$ cat src/rtl/gpio_apb_arbiter.sv
// Two-requester round-robin APB arbiter in front of a single APB completer.
// The request is latched at grant, and a programmable timeout forces an error completion.
module gpio_apb_arbiter #(
  parameter int ADDR_W  = 32,
  parameter int DATA_W  = 32,
  parameter int TIMEOUT = 256
) (
  input  logic                clock,
  input  logic                reset,
  input  logic [ADDR_W-1:0]   m0_paddr,
  input  logic                m0_psel,
  input  logic                m0_penable,
  input  logic [2:0]          m0_pprot,
  input  logic                m0_pwrite,
  input  logic [DATA_W-1:0]   m0_pwdata,
  input  logic [DATA_W/8-1:0] m0_pstrb,
  output logic                m0_pready,
  output logic [DATA_W-1:0]   m0_prdata,
  output logic                m0_pslverr,
  input  logic [ADDR_W-1:0]   m1_paddr,
  input  logic                m1_psel,
  input  logic                m1_penable,
  input  logic [2:0]          m1_pprot,
  input  logic                m1_pwrite,
  input  logic [DATA_W-1:0]   m1_pwdata,
  input  logic [DATA_W/8-1:0] m1_pstrb,
  output logic                m1_pready,
  output logic [DATA_W-1:0]   m1_prdata,
  output logic                m1_pslverr,
  output logic [ADDR_W-1:0]   out_paddr,
  output logic                out_psel,
  output logic                out_penable,
  output logic [2:0]          out_pprot,
  output logic                out_pwrite,
  output logic [DATA_W-1:0]   out_pwdata,
  output logic [DATA_W/8-1:0] out_pstrb,
  input  logic                out_pready,
  input  logic [DATA_W-1:0]   out_prdata,
  input  logic                out_pslverr
);

  localparam logic [15:0] TO_LAST = (TIMEOUT == 0) ? 16'd0 : 16'(TIMEOUT - 1);

  typedef enum logic [1:0] {IDLE, SETUP, ACCESS} state_t;

  state_t            state;
  state_t            state_next;
  logic              grant;
  logic              last_served;
  logic [15:0]       tcount;
  logic              any_req;
  logic              pick;
  logic              timeout_hit;
  logic              done;
  logic [DATA_W-1:0] rsp_rdata;
  logic              rsp_err;

  // penable from the requesters carries no information the arbiter needs
  logic unused_penable;
  assign unused_penable = m0_penable ^ m1_penable;

  always_comb begin
    any_req     = m0_psel | m1_psel;
    // On a tie the requester that was not served last wins; otherwise whoever asks
    pick        = (m0_psel && m1_psel) ? ~last_served : m1_psel;
    timeout_hit = (TIMEOUT != 0) && (tcount == TO_LAST);
  end

  always_ff @(posedge clock or posedge reset) begin
    if (reset) state <= IDLE;
    else       state <= state_next;
  end

  always_comb begin
    state_next = state;
    case (state)
      IDLE:    if (any_req) state_next = SETUP;
      SETUP:   state_next = ACCESS;
      ACCESS:  if (out_pready || timeout_hit) state_next = IDLE;
      default: state_next = IDLE;
    endcase
  end

  always_ff @(posedge clock or posedge reset) begin
    if (reset) begin
      grant       <= 1'b0;
      last_served <= 1'b1;
      tcount      <= 16'd0;
      out_paddr   <= '0;
      out_pprot   <= '0;
      out_pwrite  <= 1'b0;
      out_pwdata  <= '0;
      out_pstrb   <= '0;
    end else begin
      case (state)
        IDLE: begin
          if (any_req) begin
            grant <= pick;
            if (pick) begin
              out_paddr  <= m1_paddr;
              out_pprot  <= m1_pprot;
              out_pwrite <= m1_pwrite;
              out_pwdata <= m1_pwdata;
              out_pstrb  <= m1_pstrb;
            end else begin
              out_paddr  <= m0_paddr;
              out_pprot  <= m0_pprot;
              out_pwrite <= m0_pwrite;
              out_pwdata <= m0_pwdata;
              out_pstrb  <= m0_pstrb;
            end
          end
        end
        SETUP: tcount <= 16'd0;
        ACCESS: begin
          if (out_pready || timeout_hit) last_served <= grant;
          else                           tcount      <= tcount + 16'd1;
        end
        default: ;
      endcase
    end
  end

  // Response is combinational so the requester completes in the same cycle as the completer
  always_comb begin
    out_psel    = (state != IDLE);
    out_penable = (state == ACCESS);
    done        = (state == ACCESS) && (out_pready || timeout_hit);
    rsp_rdata   = out_pready ? out_prdata : '0;
    rsp_err     = out_pready ? out_pslverr : 1'b1;
    m0_pready   = done && !grant;
    m1_pready   = done && grant;
    m0_prdata   = m0_pready ? rsp_rdata : '0;
    m1_prdata   = m1_pready ? rsp_rdata : '0;
    m0_pslverr  = m0_pready ? rsp_err : 1'b0;
    m1_pslverr  = m1_pready ? rsp_err : 1'b0;
  end

endmodule

$ cat config.mk
export PLATFORM = sky130hd
export DESIGN_NAME = gpio_apb_arbiter
export DESIGN_NICKNAME = d
export VERILOG_FILES = /design/src/rtl/gpio_apb_arbiter.sv
export SDC_FILE = /design/constraint.sdc
export NUM_CORES = 1
export LEC_CHECK = 0
export CORE_AREA = 2 2 126 128
export CTS_BUF_LIST = sky130_fd_sc_hd__clkbuf_16
export DETAILED_ROUTE_END_ITERATION = 10
export DIE_AREA = 0 0 128 130
export PLACE_DENSITY = 0.72
export SYNTH_ARGS = -nofsm -noshare
export SYNTH_HDL_FRONTEND = slang
export SYNTH_SLANG_ARGS = --single-unit
$ cat constraint.sdc
create_clock -name clock -period 3.9 [get_ports clock]
set_input_delay 0.78 -clock clock [delete_from_list [all_inputs] [get_ports clock]]
set_output_delay 0.78 -clock clock [all_outputs]
set_load 0.005 [all_outputs]
# --- After elaboration in Yosys (flattened, before gate mapping) ---
# Index checks and enable logic that the tools add are counted.
op_classes:
  n_reduce_logical: 13
  bitwise_logic: 2
  addsub: 1
  mux: 17
  n_eq_ne: 6
ops:
  columns: ["operator", "count"]
  rows:
  - ["2-to-1 mux 32 bit", 5]
  - ["case mux 16 bit (2 select lines)", 1]
  - ["adder 16 x 1 -> 16 bit (second input constant)", 1]
  - ["== test 16 x 8 -> 1 bit (second input constant)", 1]
  - ["2-to-1 mux 16 bit", 1]
  - ["AND reduction 2 bit", 4]
  - ["case mux 2 bit (3 select lines)", 1]
  - ["2-to-1 mux 1 bit", 5]
  - ["logical AND 1 bit", 4]
  - ["2-to-1 mux 2 bit", 2]
  - ["2-to-1 mux 4 bit", 1]
  - ["inequality test 2 bit (second input constant)", 2]
  - ["nonzero test 2 bit", 2]
  - ["2-to-1 mux 3 bit", 1]
  - ["== test 2 x 1 -> 1 bit (second input constant)", 1]
  - ["== test 2 bit (second input constant)", 1]
  - ["zero test 2 bit", 1]
  - ["inequality test 2 x 1 -> 1 bit (second input constant)", 1]
  - ["zero test 1 bit", 1]
  - ["logical OR 1 bit", 1]
  - ["NOT 1 bit", 1]
  - ["OR 1 bit", 1]
word_totals:
  output_inout_bits: 142
  word_cells: 48
  register_bits: 92

# --- Logic depth before layout (Yosys ltp) ---
# Gate-level depths: netlist (run 1).
logic_depth:
  ltp_word: 5
  depth_mapped: 7
  depth_no_buf: 5

# --- Worst setup path before layout (run 1) ---
# Ideal clock, no wire load.
synth_timing:
  kind: "register to output"
  start: "reg tcount[12]"
  end: "out m1_pslverr"
  setup_slack_ps: 1298
  required_ps: 3120
  stages_incl_launch_ff: 5
  t_arrival_ps: 1822
  path_buffers: 0
  cell_sequence: "dfrtp_1 > or4_4 > o41ai_4 > nand3_1 > nor2_1"
synth_between:
  elab_chain_cells: 5
synth_lines:
  columns: ["item", "line", "rtl"]
  rows:
  - ["start: declaration", "50", "logic [15:0] tcount;"]
  - ["start signal: assignment", "117", "else tcount <= tcount + 16'd1;"]
  - ["== test 16 x 8 -> 1 bit", "66", "timeout_hit = (TIMEOUT != 0) && (tcount == TO_LAST);"]
  - ["logical OR 1 bit", "128", "done = (state == ACCESS) && (out_pready || timeout_hit);"]
  - ["logical AND 1 bit", "128", null]
  - ["logical AND 1 bit", "132", "m1_pready = done && grant;"]
  - ["2-to-1 mux 1 bit", "136", "m1_pslverr = m1_pready ? rsp_err : 1'b0;"]
  - ["end: declaration", "29", "output logic m1_pslverr,"]
# Every way passes these cells.

# --- Worst setup path in the final report (run 1) ---
layout_timing:
  start: "reg tcount[8]"
  end: "out m1_pslverr"
# The elaborated chain is that of the path after synthesis.

==> metrics.cfg, run 1 <==
[grt]
use_met3_pct=7.831
grtUsageMet1_pct=24.29
grt_pass1_vias=4650
grt_max_degree=54
track_usage_pct=19.36
grt_pass1_wl_mm=25.11
antenna_found_initial=0
busiest_layer=met2
overflow=0
grtUsageMet2_pct=32.21

[power]
seqPwrFrac_pct=33.3
p_int_mw=3.188
clockPowerShare_pct=17.9
p_total_mw=4.837
switching_power_mw=1.650
leakage_nw=3.542
power.share.combinational_pct=48.8
power_density_nw_per_um2=553.2
ir_drop_mv=0.3336
swShare_pct=34.10

[sta]
hold_ws_ns=0.5179
maxSlewHeadroom_pct=50.64
min_period_over_period_pct=95.82
finalSetupTns_ns=0
rsz0062_at_grt=false
clock.fmax_mhz=267.6
finalClockSkew_ns=0.009267
setup_violations=0
worstMarginPinSlew_ns=0.7385
slew_viol_final=0
period_minus_slack_ns=3.737
hold_viol=0

[setup_path]
crit_buf_inv=1
max_stage_delay_ns=0.66
arrival_ns=2.96
crit_required_ns=3.12
crit_slowest_cell=o41ai_4
worstSetupPathType=flop to output port
start_kind=flop
path_max_fanout=8
worstSetupEndpointType=output port
cp_top_family=simple AND/OR/NAND/NOR gates
crit_chain=or4_4 -> o41ai_4 -> nand3_1 -> nor2_1 -> clkdlybuf4s50_1

[routing]
drtAntennaViolNets=0
via_per_inst=4.742
wire_per_inst_um=16.10
first_pass_iters=6
drcViolationCount=0
vias=4880
drt-initial-drc-count=178
postRouteWirelength_mm=16.57

[logic_synthesis]
synth_ff_type=dfrtp_1
avgSynthCellArea_um2=9.497
synth_top_area_share_pct=46.11
synth.area.top_cells=dfrtp_1 46%, mux2i_1 15%, and2_1 8.2%
yosys_register_bits=92
syn_nets=705
yosysUniqueCellTypes=50
synthCells=520
synth_edf_count=0
ys_seq_area_share_pct=46.64
ys.warnings.count=0
yosys.area.top_type=dfrtp_1
ys_async_sr_fraction_pct=100.0
synth_area_um2=4938

[hold_path]
hp-class=flop to flop

[floorplanning]
dieHeight_um=130
core_um2=15420
die_area_um2=16640
initial_core_util_pct=32.02
io_pins=326
rows=46
die_x_um=128

[clock_network]
post_cts_buffers=0
clock_sinks=92
cts_resized=0
root_buffer=clkbuf_16
htreeDepth=3
path_clk_slew_ns=0.06
cts_buffers=9
cts_tree=yes
clock_latency_ns=0.34
hold_buffers=0
clockBufferDepth=2

[layout]
design_area_um2=8743
layout.nets=1017
layout-drive-gt1-share_pct=5.615
syn_to_final_growth_pct=77.05
antenna_cells=0

[outcome]
status=finished clean

[place]
port_buffers=323
dpl_cell_area_um2=8453
dp_hpwl_mm=12.92
gp_congestion=0.8093

[run]
maxCapViolCount=0

[path summary, 6_finish.rpt]
path                            endpoint         from  slack [ns]  cells after the start
max                           m1_pslverr    tcount[8]        0.16                      5
min in group asynchronous  out_paddr[24]        reset        0.85                      2
max reg2reg                   tcount[14]    tcount[8]        1.73                      4
max in group asynchronous  out_paddr[19]        reset        2.31                      3
min reg2reg                  last_served  last_served        0.52                      2
min                          last_served  last_served        0.52                      2
[power groups by stage]
stage | logic, mW | clock network [mW] | registers, mW
2_1_floorplan | 0.965 | 0 | 1.62
3_3_place_gp | 2.36 | 0 | 1.61
3_5_place_dp | 2.39 | 0 | 1.62
4_1_cts | 2.39 | 0.884 | 1.61
5_1_grt | 2.59 | 0.926 | 1.67
6_report | 2.36 | 0.865 | 1.61
[worst register-to-register path: stages (launching register included)]
cell and delay (ns):
dfrtp_1 0.45, or4_4 0.60, o41ai_4 0.66, o21ai_4 0.15, o221ai_1 0.22
[synthesized netlist by cell type (3+ instances only)]
| master | instances |
|---|---|
| a21oi_1 | 73 |
| and2_1 | 65 |
| buf_1 | 8 |
| buf_2 | 4 |
| clkbuf_1 | 23 |
| dfrtp_1 | 91 |
| inv_1 | 9 |
| mux2i_1 | 75 |
| nand2_1 | 11 |
| nand2b_1 | 4 |
| nand3_1 | 14 |
| nand4_1 | 6 |
| nor2_1 | 78 |
| nor3_1 | 4 |
| nor4_1 | 3 |
| o211ai_1 | 4 |
| o21ai_0 | 7 |
| o31ai_1 | 3 |
[layout by cell type (no fill, tap or decap), drive strengths merged, types with 12 or more instances in the layout]
| cell type | n |
|---|---|
| nand2 | 12 |
| a21oi | 73 |
| nor2 | 78 |
| dfrtp | 91 |
| and2 | 65 |
| clkdlybuf4s50 | 323 |
| mux2i | 75 |
| buf | 13 |
| nand3 | 14 |
[area by class of cell]
class | count | area (µm²)
flip-flops and latches | 92 | 2303
repair buffers | 336 | 3381
clock inverters | 7 | 65.06
inverters | 10 | 38.79
multi-input cells | 383 | 2490
clock buffers | 9 | 225.2
well taps | 192 | 240.2
fillers | 1389 | 6681
[layer usage]
metal  share of wire, %  vias to the layer above  routed length (µm)
met5                  0                        -                   0
met4               0.85                        0                 141
met2                 50                      182                8318
met1                 41                     2255                6747
li1                   -                     2433                   -
met3                8.2                       10                1365
[through the flow]
step	utilization, %	setup slack, ns	cells
final	56.68	0.1632	1029
after global routing	56.68	0.03729	1029
after CTS	56.68	0.1461	1029
after detailed placement	54.80	0.4668	1013
after global placement	54.80	0.4887	1013
after floorplan	-	0.7297	520
[flip-flops by register name, indices dropped and copies added, names as in the netlist]
signal and cells:
out_paddr 32, out_pstrb 4, out_pprot 3, last_served 1, state 2, tcount 16
grant 1, out_pwdata 32, out_pwrite 1
[logic make-up (layout without fill, tap and decap cells)]
logic type / after synthesis / after routing / synth area share (%)
AND/OR/NAND/NOR: 201 / 201 / 21.28
AO/OA/AOI/OAI: 105 / 105 / 12.92
flip-flops: 92 / 92 / 46.64
multiplexers: 75 / 75 / 15.20
buffers and inverters: 45 / 362 / 3.522
adder cells (fa/ha/maj): 1 / 1 / 0.2533
XOR/XNOR: 1 / 1 / 0.1774
Note: power is estimated with default switching activity, not from simulation.
==> run 2: changes to the inputs <==
CTS_BUF_LIST = sky130_fd_sc_hd__clkbuf_8 sky130_fd_sc_hd__clkbuf_16   (was sky130_fd_sc_hd__clkbuf_16)
PLACE_DENSITY = 0.74   (was 0.72)
SETUP_SLACK_MARGIN = 0.2   (was unset)
==> run 2 against run 1 <==
Effect of this change: sequential share of layout area grew 0.13 points; clock skew shrank 0.00056 ns; sequential power is essentially flat; design area shrank 0.49%; clock power shrank 4.4%.
==> metrics.cfg, run 2 (same netlist as run 1, synthesis figures left out) <==
[clock_network]
clockBufferDepth=2
clock_latency_ns=0.35
cts_resized=0
cts_buffers=9
clock_sinks=92
hold_buffers=0
path_clk_slew_ns=0.06
htreeDepth=3
root_buffer=clkbuf_16
cts_tree=yes

[layout]
layout.nets=1014
syn_to_final_growth_pct=76.18
layout-drive-gt1-share_pct=5.156
regArea_um2=2303
final_cell_mix=323 x clkdlybuf4s50_1, 91 x dfrtp_1, 78 x nor2_1, 75 x mux2i_1, 73 x a21oi_1
top_regs=out_paddr (32), out_pwdata (32), tcount (16)
antenna_cells=0
multiInputGateArea_um2=2490
final_common_cell=clkdlybuf4s50_1
n_fill_cell=1372

[setup_path]
ff2ff_path_depth=5
crit_slowest_cell=or4_4
crit_required_ns=3.12
worstSetupPathType=flop to output port
worstSetupEndpointType=output port
max_stage_delay_ns=0.60
path_max_fanout=7
start_kind=flop
arrival_ns=2.67
crit_chain=or4_4 -> o41a_1 -> nor4_2 -> clkdlybuf4s50_1

[power]
switching_power_mw=1.633
leakage_nw=3.532
ir_drop_mv=0.2817
seqPwrFrac_pct=33.8
swShare_pct=34.20
power_density_nw_per_um2=548.7
clockPowerShare_pct=17.3
p_int_mw=3.141
p_total_mw=4.774
power.share.combinational_pct=48.8

[routing]
first_pass_iters=4
wire_per_inst_um=15.99
postRouteWirelength_mm=16.41
drt-initial-drc-count=240
drcViolationCount=0
drtAntennaViolNets=0
via_per_inst=4.785
vias=4909

[sta]
finalSetupTns_ns=0
worstMarginPinSlew_ns=0.6541
maxSlewHeadroom_pct=56.39
setup_violations=0
slew_viol_final=0
rsz0062_at_grt=false
clock.fmax_mhz=290.2
hold_viol=0
period_minus_slack_ns=3.446
min_period_over_period_pct=88.35
finalClockSkew_ns=0.008706

[floorplanning]
die_area_um2=16640
core_um2=15420
initial_core_util_pct=32.02
dieHeight_um=130
io_pins=326
rows=46
die_x_um=128

[outcome]
status=finished clean

[grt]
antenna_found_initial=0
grt_pass1_wl_mm=24.93
grt_max_degree=95
grt_pass1_vias=4665
track_usage_pct=19.14
overflow=0

[hold_path]
hp-class=flop to flop
holdPathStages=2

[place]
gp_congestion=0.8743
port_buffers=323
dp_hpwl_mm=12.39

[run]
maxCapViolCount=0

-- run 2: cell count changes in the layout (fill, tap and decap cells not counted), sizes merged --
| cell | change |
|---|---|
| clkinv | -3 |
| buf | -3 |
| bufinv | -1 |
| inv | +2 |
| clkbuf | +2 |
-- run 2: worst max-delay path, delay by kind of cell, from the launching register on --
kind            cells  cell delay [ns]
compound gates      1             0.50
buf+inv             1             0.55
flops               1             0.45
simple gates        2             0.83
-- run 2: cell type report --
type	count	share of cell area, %
Timing Repair Buffer	333	38.45
Tap cell	192	2.761
Clock inverter	5	0.3307
Clock buffer	11	2.905
Inverter	10	0.4602
Multi-Input combinational cell	383	28.62
Sequential cell	92	26.47
-- run 2: power groups by stage --
stage | clock network [mW] | registers, mW | logic (mW)
2_1_floorplan | 0 | 1.62 | 0.965
3_3_place_gp | 0 | 1.60 | 2.33
3_5_place_dp | 0 | 1.62 | 2.35
4_1_cts | 0.853 | 1.61 | 2.37
5_1_grt | 0.894 | 1.67 | 2.56
6_report | 0.827 | 1.62 | 2.33
-- run 2: layer usage --
layer  part of all wire [%]  GRT usage (%)  up-vias
met1                     41          23.32     2292
met2                     50          32.65      166
met3                    7.1          6.437       17
met4                    1.5          5.171        0
met5                      0              0        -
li1                       -              -     2434
-- run 2: path summary, 6_finish.rpt --
kind / from / slack, ns / endpoint
worst max register to register: state[1] / 1.77 / out_paddr[12]
worst min register to register: out_pwdata[9] / 0.52 / out_pwdata[9]
min in group asynchronous: reset / 0.90 / out_paddr[27]
worst max-delay path: tcount[8] / 0.45 / m0_pslverr
worst min-delay path: out_pwdata[9] / 0.52 / out_pwdata[9]
max in group asynchronous: reset / 2.63 / out_pwdata[30]
-- run 2: timing repair --
item / 4_1_cts / 5_1_grt
buffers inserted: 1 / 0
hold endpoints to repair: 0 / 0
setup endpoints to repair: 1 / 0
-- run 2: per-stage QoR --
| stage | area, µm² | utilization (%) | worst slack (ns) | hold WS [ns] | std cells |
|---|---|---|---|---|---|
| 2_1_floorplan | 4938 | - | 0.7297 | 0.4553 | 520 |
| 3_3_place_gp | 8412 | 54.53 | 0.4661 | 0.5040 | 1009 |
| 3_5_place_dp | 8412 | 54.53 | 0.4545 | 0.5158 | 1009 |
| 4_1_cts | 8701 | 56.41 | 0.4207 | 0.5310 | 1026 |
| 5_1_grt | 8701 | 56.41 | 0.3362 | 0.5563 | 1026 |
| 6_report | 8701 | 56.41 | 0.4545 | 0.5246 | 1026 |
